<file path="src/rtl/axi4_lite_master_pkg.sv">
// rtl/axi4_lite_master_pkg.sv - shared constants and FSM encodings for the AXI4-Lite master
//
// Purpose: AXI response codes, the protection value the master drives, and
//          the state encodings of the write and read engines.
// Ports:   none (package).
package axi4_lite_master_pkg;

  localparam logic [1:0] RESP_OKAY   = 2'b00;
  localparam logic [1:0] RESP_EXOKAY = 2'b01;
  localparam logic [1:0] RESP_SLVERR = 2'b10;
  localparam logic [1:0] RESP_DECERR = 2'b11;

  localparam logic [2:0] PROT_DEFAULT = 3'b000;

  typedef enum logic [1:0] {
    WR_IDLE      = 2'd0,
    WR_ADDR_DATA = 2'd1,
    WR_RESP      = 2'd2
  } wr_state_t;

  typedef enum logic [1:0] {
    RD_IDLE = 2'd0,
    RD_ADDR = 2'd1,
    RD_DATA = 2'd2
  } rd_state_t;

endpackage

</file>
<file path="src/rtl/axi4_lite_master.sv">
// rtl/axi4_lite_master.sv - AXI4-Lite master bridge for single-shot user reads and writes
//
// Purpose: turns a rising edge on write_req / read_req into one AXI4-Lite
//          write (AW+W then B) or read (AR then R) transaction. The write and
//          read engines are independent and may run concurrently.
// Ports:
//   iCLK, iRST                      clock, asynchronous active-low reset
//   m_AW*, m_W*, m_B*               AXI4-Lite write address / data / response
//   m_AR*, m_R*                     AXI4-Lite read address / data
//   write_req/addr/data/strb        user write request (started on rising edge)
//   write_done, write_resp          one-cycle completion pulse, held response
//   read_req/addr                   user read request (started on rising edge)
//   read_data, read_done, read_resp one-cycle completion pulse, held data/response
module axi4_lite_master
  import axi4_lite_master_pkg::*;
#(
  parameter int ADDR_WIDTH = 32,
  parameter int DATA_WIDTH = 32
) (
  input  logic                      iCLK,
  input  logic                      iRST,
  // write address channel
  input  logic                      m_AWREADY,
  output logic                      m_AWVALID,
  output logic [ADDR_WIDTH-1:0]     m_AWADDR,
  output logic [2:0]                m_AWPROT,
  // write data channel
  input  logic                      m_WREADY,
  output logic                      m_WVALID,
  output logic [DATA_WIDTH-1:0]     m_WDATA,
  output logic [DATA_WIDTH/8-1:0]   m_WSTRB,
  // write response channel
  input  logic                      m_BVALID,
  input  logic [1:0]                m_BRESP,
  output logic                      m_BREADY,
  // read address channel
  input  logic                      m_ARREADY,
  output logic                      m_ARVALID,
  output logic [ADDR_WIDTH-1:0]     m_ARADDR,
  output logic [2:0]                m_ARPROT,
  // read data channel
  input  logic                      m_RVALID,
  input  logic [1:0]                m_RRESP,
  input  logic [DATA_WIDTH-1:0]     m_RDATA,
  output logic                      m_RREADY,
  // user write side
  input  logic                      write_req,
  input  logic [ADDR_WIDTH-1:0]     write_addr,
  input  logic [DATA_WIDTH-1:0]     write_data,
  input  logic [DATA_WIDTH/8-1:0]   write_strb,
  output logic                      write_done,
  output logic [1:0]                write_resp,
  // user read side
  input  logic                      read_req,
  input  logic [ADDR_WIDTH-1:0]     read_addr,
  output logic [DATA_WIDTH-1:0]     read_data,
  output logic                      read_done,
  output logic [1:0]                read_resp
);

  localparam int STRB_WIDTH = DATA_WIDTH / 8;

  assign m_AWPROT = PROT_DEFAULT;
  assign m_ARPROT = PROT_DEFAULT;

  // ---------------------------------------------------------------- write engine
  wr_state_t               wr_state_q, wr_state_d;
  logic                    write_req_q;
  logic                    awvalid_d, wvalid_d, bready_d, write_done_d;
  logic [ADDR_WIDTH-1:0]   awaddr_d;
  logic [DATA_WIDTH-1:0]   wdata_d;
  logic [STRB_WIDTH-1:0]   wstrb_d;
  logic [1:0]              write_resp_d;

  always_comb begin
    wr_state_d   = wr_state_q;
    awvalid_d    = m_AWVALID;
    wvalid_d     = m_WVALID;
    bready_d     = m_BREADY;
    awaddr_d     = m_AWADDR;
    wdata_d      = m_WDATA;
    wstrb_d      = m_WSTRB;
    write_resp_d = write_resp;
    write_done_d = 1'b0;
    case (wr_state_q)
      WR_IDLE: begin
        if (write_req && !write_req_q) begin
          awaddr_d   = write_addr;
          wdata_d    = write_data;
          wstrb_d    = write_strb;
          awvalid_d  = 1'b1;
          wvalid_d   = 1'b1;
          wr_state_d = WR_ADDR_DATA;
        end
      end
      WR_ADDR_DATA: begin
        // Each VALID falls independently after its own handshake; a VALID
        // that is already low marks that channel as accepted.
        if (m_AWVALID && m_AWREADY) awvalid_d = 1'b0;
        if (m_WVALID && m_WREADY)   wvalid_d  = 1'b0;
        if (!awvalid_d && !wvalid_d) begin
          bready_d   = 1'b1;
          wr_state_d = WR_RESP;
        end
      end
      WR_RESP: begin
        if (m_BVALID && m_BREADY) begin
          bready_d     = 1'b0;
          write_resp_d = m_BRESP;
          write_done_d = 1'b1;
          wr_state_d   = WR_IDLE;
        end
      end
      default: wr_state_d = WR_IDLE;
    endcase
  end

  always_ff @(posedge iCLK or negedge iRST) begin
    if (!iRST) begin
      wr_state_q  <= WR_IDLE;
      write_req_q <= 1'b0;
      m_AWVALID   <= 1'b0;
      m_WVALID    <= 1'b0;
      m_BREADY    <= 1'b0;
      m_AWADDR    <= '0;
      m_WDATA     <= '0;
      m_WSTRB     <= '0;
      write_resp  <= '0;
      write_done  <= 1'b0;
    end else begin
      wr_state_q  <= wr_state_d;
      write_req_q <= write_req;
      m_AWVALID   <= awvalid_d;
      m_WVALID    <= wvalid_d;
      m_BREADY    <= bready_d;
      m_AWADDR    <= awaddr_d;
      m_WDATA     <= wdata_d;
      m_WSTRB     <= wstrb_d;
      write_resp  <= write_resp_d;
      write_done  <= write_done_d;
    end
  end

  // ----------------------------------------------------------------- read engine
  rd_state_t               rd_state_q, rd_state_d;
  logic                    read_req_q;
  logic                    arvalid_d, rready_d, read_done_d;
  logic [ADDR_WIDTH-1:0]   araddr_d;
  logic [DATA_WIDTH-1:0]   read_data_d;
  logic [1:0]              read_resp_d;

  always_comb begin
    rd_state_d  = rd_state_q;
    arvalid_d   = m_ARVALID;
    rready_d    = m_RREADY;
    araddr_d    = m_ARADDR;
    read_data_d = read_data;
    read_resp_d = read_resp;
    read_done_d = 1'b0;
    case (rd_state_q)
      RD_IDLE: begin
        if (read_req && !read_req_q) begin
          araddr_d   = read_addr;
          arvalid_d  = 1'b1;
          rd_state_d = RD_ADDR;
        end
      end
      RD_ADDR: begin
        if (m_ARVALID && m_ARREADY) begin
          arvalid_d  = 1'b0;
          rready_d   = 1'b1;
          rd_state_d = RD_DATA;
        end
      end
      RD_DATA: begin
        if (m_RVALID && m_RREADY) begin
          rready_d    = 1'b0;
          read_data_d = m_RDATA;
          read_resp_d = m_RRESP;
          read_done_d = 1'b1;
          rd_state_d  = RD_IDLE;
        end
      end
      default: rd_state_d = RD_IDLE;
    endcase
  end

  always_ff @(posedge iCLK or negedge iRST) begin
    if (!iRST) begin
      rd_state_q <= RD_IDLE;
      read_req_q <= 1'b0;
      m_ARVALID  <= 1'b0;
      m_RREADY   <= 1'b0;
      m_ARADDR   <= '0;
      read_data  <= '0;
      read_resp  <= '0;
      read_done  <= 1'b0;
    end else begin
      rd_state_q <= rd_state_d;
      read_req_q <= read_req;
      m_ARVALID  <= arvalid_d;
      m_RREADY   <= rready_d;
      m_ARADDR   <= araddr_d;
      read_data  <= read_data_d;
      read_resp  <= read_resp_d;
      read_done  <= read_done_d;
    end
  end

endmodule

</file>
<file path="config.mk">
export PLATFORM = sky130hd
export DESIGN_NAME = axi4_lite_master
export DESIGN_NICKNAME = d
export VERILOG_FILES = /design/src/rtl/axi4_lite_master_pkg.sv /design/src/rtl/axi4_lite_master.sv
export SDC_FILE = /design/constraint.sdc
export NUM_CORES = 1
export LEC_CHECK = 0
export CAP_MARGIN = 20
export CORE_MARGIN = 3
export CORE_UTILIZATION = 41
export DETAILED_ROUTE_END_ITERATION = 10
export GPL_TIMING_DRIVEN = 0
export PLACE_DENSITY = 0.89
export SLEW_MARGIN = 30
export SYNTH_ARGS = -nofsm -noshare
export SYNTH_HDL_FRONTEND = slang
export SYNTH_SLANG_ARGS = --single-unit
</file>
<file path="constraint.sdc">
create_clock -name iCLK -period 3.01 [get_ports iCLK]
set_input_delay 0.602 -clock iCLK [delete_from_list [all_inputs] [get_ports iCLK]]
set_output_delay 0.602 -clock iCLK [all_outputs]
set_load 0.05 [all_outputs]
</file>
==> results.ini <==
[synthesis]
ys.flop_type=dfrtp_1
synth_top_family_by_area=multiplexers
synthTopCellsByCount=dfrtp_1 (149), mux2_2 (99), mux2_4 (29)
syn-instance-count=341
syn_area_um2=5760
synth_top_area_cell=dfrtp_1
synth-edff-count=0
synthArstFlopShare_pct=100
synthXorXnorAreaFrac_pct=0
post-synth-top-count-cell=dfrtp_1
synth_area_leaders=dfrtp_1 (65%), mux2_2 (19%), mux2_4 (7.6%)
synth_cell_type_count=25
muxShareOfSynthArea_pct=28.5
synth_compound_area_share_pct=1.22
synth_area_per_cell_um2=16.9
yosysWarnings=0
synthSimpleGateAreaFrac_pct=2.17
synth_fa_ha_area_share_pct=0
ys_ff_latch=149
seq_area_frac_synth_pct=64.8
synth_top_area_share_pct=64.8

[routing]
drt-initial-drc-count=167
totalWireLength_um=15600
viasPerCell=4.75
ant_nets=0
drc_errors=0
vias=3996
drt_pass1_iterations=4
wire_per_inst_um=18.6

[status]
outcome=complete, no violations

[die]
io_pins=294
die_x_um=124
fp-row-count=42
die_area_um2=15500
start_util_pct=42.6
die_h_um=124
core_um2=13500

[cells_and_area]
seqCellArea_um2=3730
nets=798
finalInstanceArea_um2=9550
synthToLayoutAreaGrowth_pct=65.9
n_antenna_cell=0
drive_gt1_share_pct=27.8
multiInputGateArea_um2=1860
fill_cells=893
instances_no_fill=842

[pwr]
ir_drop_mv=0.747
p_int_uw=7300
clkPwrFrac_pct=17.4
switching_share_pct=44.7
combPwrFrac_pct=55.4
seq_power_share_pct=27.2
p_per_area_nw_per_um2=1380
p_leak_uw=0.00418
switchingPower_uw=5910

[setup_path]
crit_chain=clkdlybuf4s50_1
slowest_delay_ns=0.86
cp_top_family=buffers and inverters
critPathLaunch=m_BREADY$_DFFE_PN0P_
cp.required_ns=2.41
path_max_fanout=4
cp_num_buf_inv=1
crit_type=reg -> out
cp_slowest_cell=clkdlybuf4s50_1
reg2reg_from=wr_state_q[1]$_DFFE_PN0P_
start_kind=register
crit_arrival_ns=1.66
end_kind=output pin

[timing]
clock_skew_ns=0.00832
tightest_slew_ns=0.567
fin_crit_sh_pct=75.1
setup-violations-final=0
slew_viol_final=0
rsz0062_at_grt=false
min_period_ns=2.26
relSlewSlack_pct=62.1
finalHoldViolCount=0
max_freq_mhz=442

[place]
dpl.hpwl_um=12100
portBuffers=287
place_congestion=0.893
dp_cells=810
place_area_um2=8900

[global_route]
grt_pass1_vias=4591
grt_start_max_net_pins=81
antenna_found_initial=0
grt_overflow_total=0
grt_usage_pct=20.9
grt_first_pass_wirelength_um=25300

[job]
cap_viol_max_count=0

[clock_tree]
clk_latency_ns=0.41
clock-sinks=149
cts_max_level=4
postCtsSetupBuffers=0
clk_pin_slew_ns=0.06
cts-root-buf=clkbuf_16
hold_buffers=0
clockBufferDepth=2
tritoncts=built
cts_resized=0
cts_made_buffers=17

[hold_path]
worst_hold_path_type=in -> async

[metal layers]
metal  wire length (µm)  up-vias  global-route usage (%)
met1               5670     1968                    22.5
met5                  0        -                       0
met3               1240       29                    7.76
li1                   -     1807                       -
met4                397        0                    8.64
met2               8340      192                    36.9
[stage by stage]
step	setup slack [ns]	hold WS (ns)	TNS (ns)	total power (µW)	utilization [%]
6_report	0.750	0.130	0	13200	70.7
5_1_grt	0.704	0.163	0	13700	70.7
4_1_cts	0.731	0.136	0	13300	70.7
3_5_place_dp	0.565	0.478	0	11000	65.9
3_3_place_gp	-4.22	0.470	-627.62	10800	65.7
2_1_floorplan	1.25	0.306	0	8300	-
[cell families (layout without fill, tap and decap cells)]
group | count (synthesis) | count (layout)
AO/OA/AOI/OAI | 12 | 12
buffers and inverters | 26 | 346
flip-flops | 149 | 149
multiplexers | 136 | 136
other | 1 | 6
AND/OR/NAND/NOR | 17 | 17
[sequential cells by signal (all words and copies together) (netlist names)]
name and cells:
rd_state_q 2, m_AWVALID 1, m_ARADDR 32, read_resp 2, wr_state_q 2, m_WSTRB 4, write_req_q 1, write_resp 2
m_BREADY 1, read_req_q 1, read_done 1, read_data 32, m_AWADDR 32, write_done 1, m_RREADY 1, m_WVALID 1
m_WDATA 32, m_ARVALID 1
[power by group through the flow]
stage                     logic [µW]  clock network [µW]  registers (µW)
after global placement          7240                   0            3540
after global routing            7570                2450            3730
after detailed placement        7360                   0            3620
final                           7320                2300            3590
after CTS                       7390                2350            3600
after floorplan                 1330                   0            6970
[final cells by class]
| class | instances | share of cell area [%] |
|---|---|---|
| plain buffers | 20 | 1.74 |
| multi-input cells | 171 | 19.5 |
| clock buffers | 23 | 5.00 |
| well taps | 176 | 2.31 |
| inverters | 6 | 0.236 |
| clock inverters | 9 | 1.81 |
| repair buffers | 288 | 30.4 |
| flip-flops and latches | 149 | 39.0 |
[worst paths after layout]
check / to / slack [ns] / cells past startpoint
hold reg to reg: m_AWADDR[22]$_DFFE_PN0P_ / 0.48 / 1
setup reg to reg: m_AWADDR[6]$_DFFE_PN0P_ / 1.15 / 3
min in group iCLK: m_AWADDR[22]$_DFFE_PN0P_ / 0.48 / 1
hold / removal: read_data[13]$_DFFE_PN0P_ / 0.13 / 1
max in group asynchronous: m_AWADDR[12]$_DFFE_PN0P_ / 2.11 / 2
setup / recovery: m_BREADY / 0.75 / 1
[placed cells by master (no fill, tap or decap), types with 3 or more instances in the layout]
cell / netlist / routed
clkbuf_16: 0 / 17
nand2_1: 7 / 7
conb_1: 1 / 6
inv_1: 5 / 5
buf_12: 3 / 3
bufinv_16: 0 / 5
clkinv_2: 0 / 3
clkdlybuf4s50_1: 0 / 286
buf_2: 10 / 10
a21oi_1: 3 / 3
dfrtp_1: 149 / 149
clkbuf_8: 0 / 3
mux2_2: 99 / 99
mux2_4: 29 / 29
buf_4: 6 / 6
clkbuf_1: 0 / 3
o21ai_0: 5 / 5
mux2_1: 8 / 8
Power figures use the tool's default switching activity.
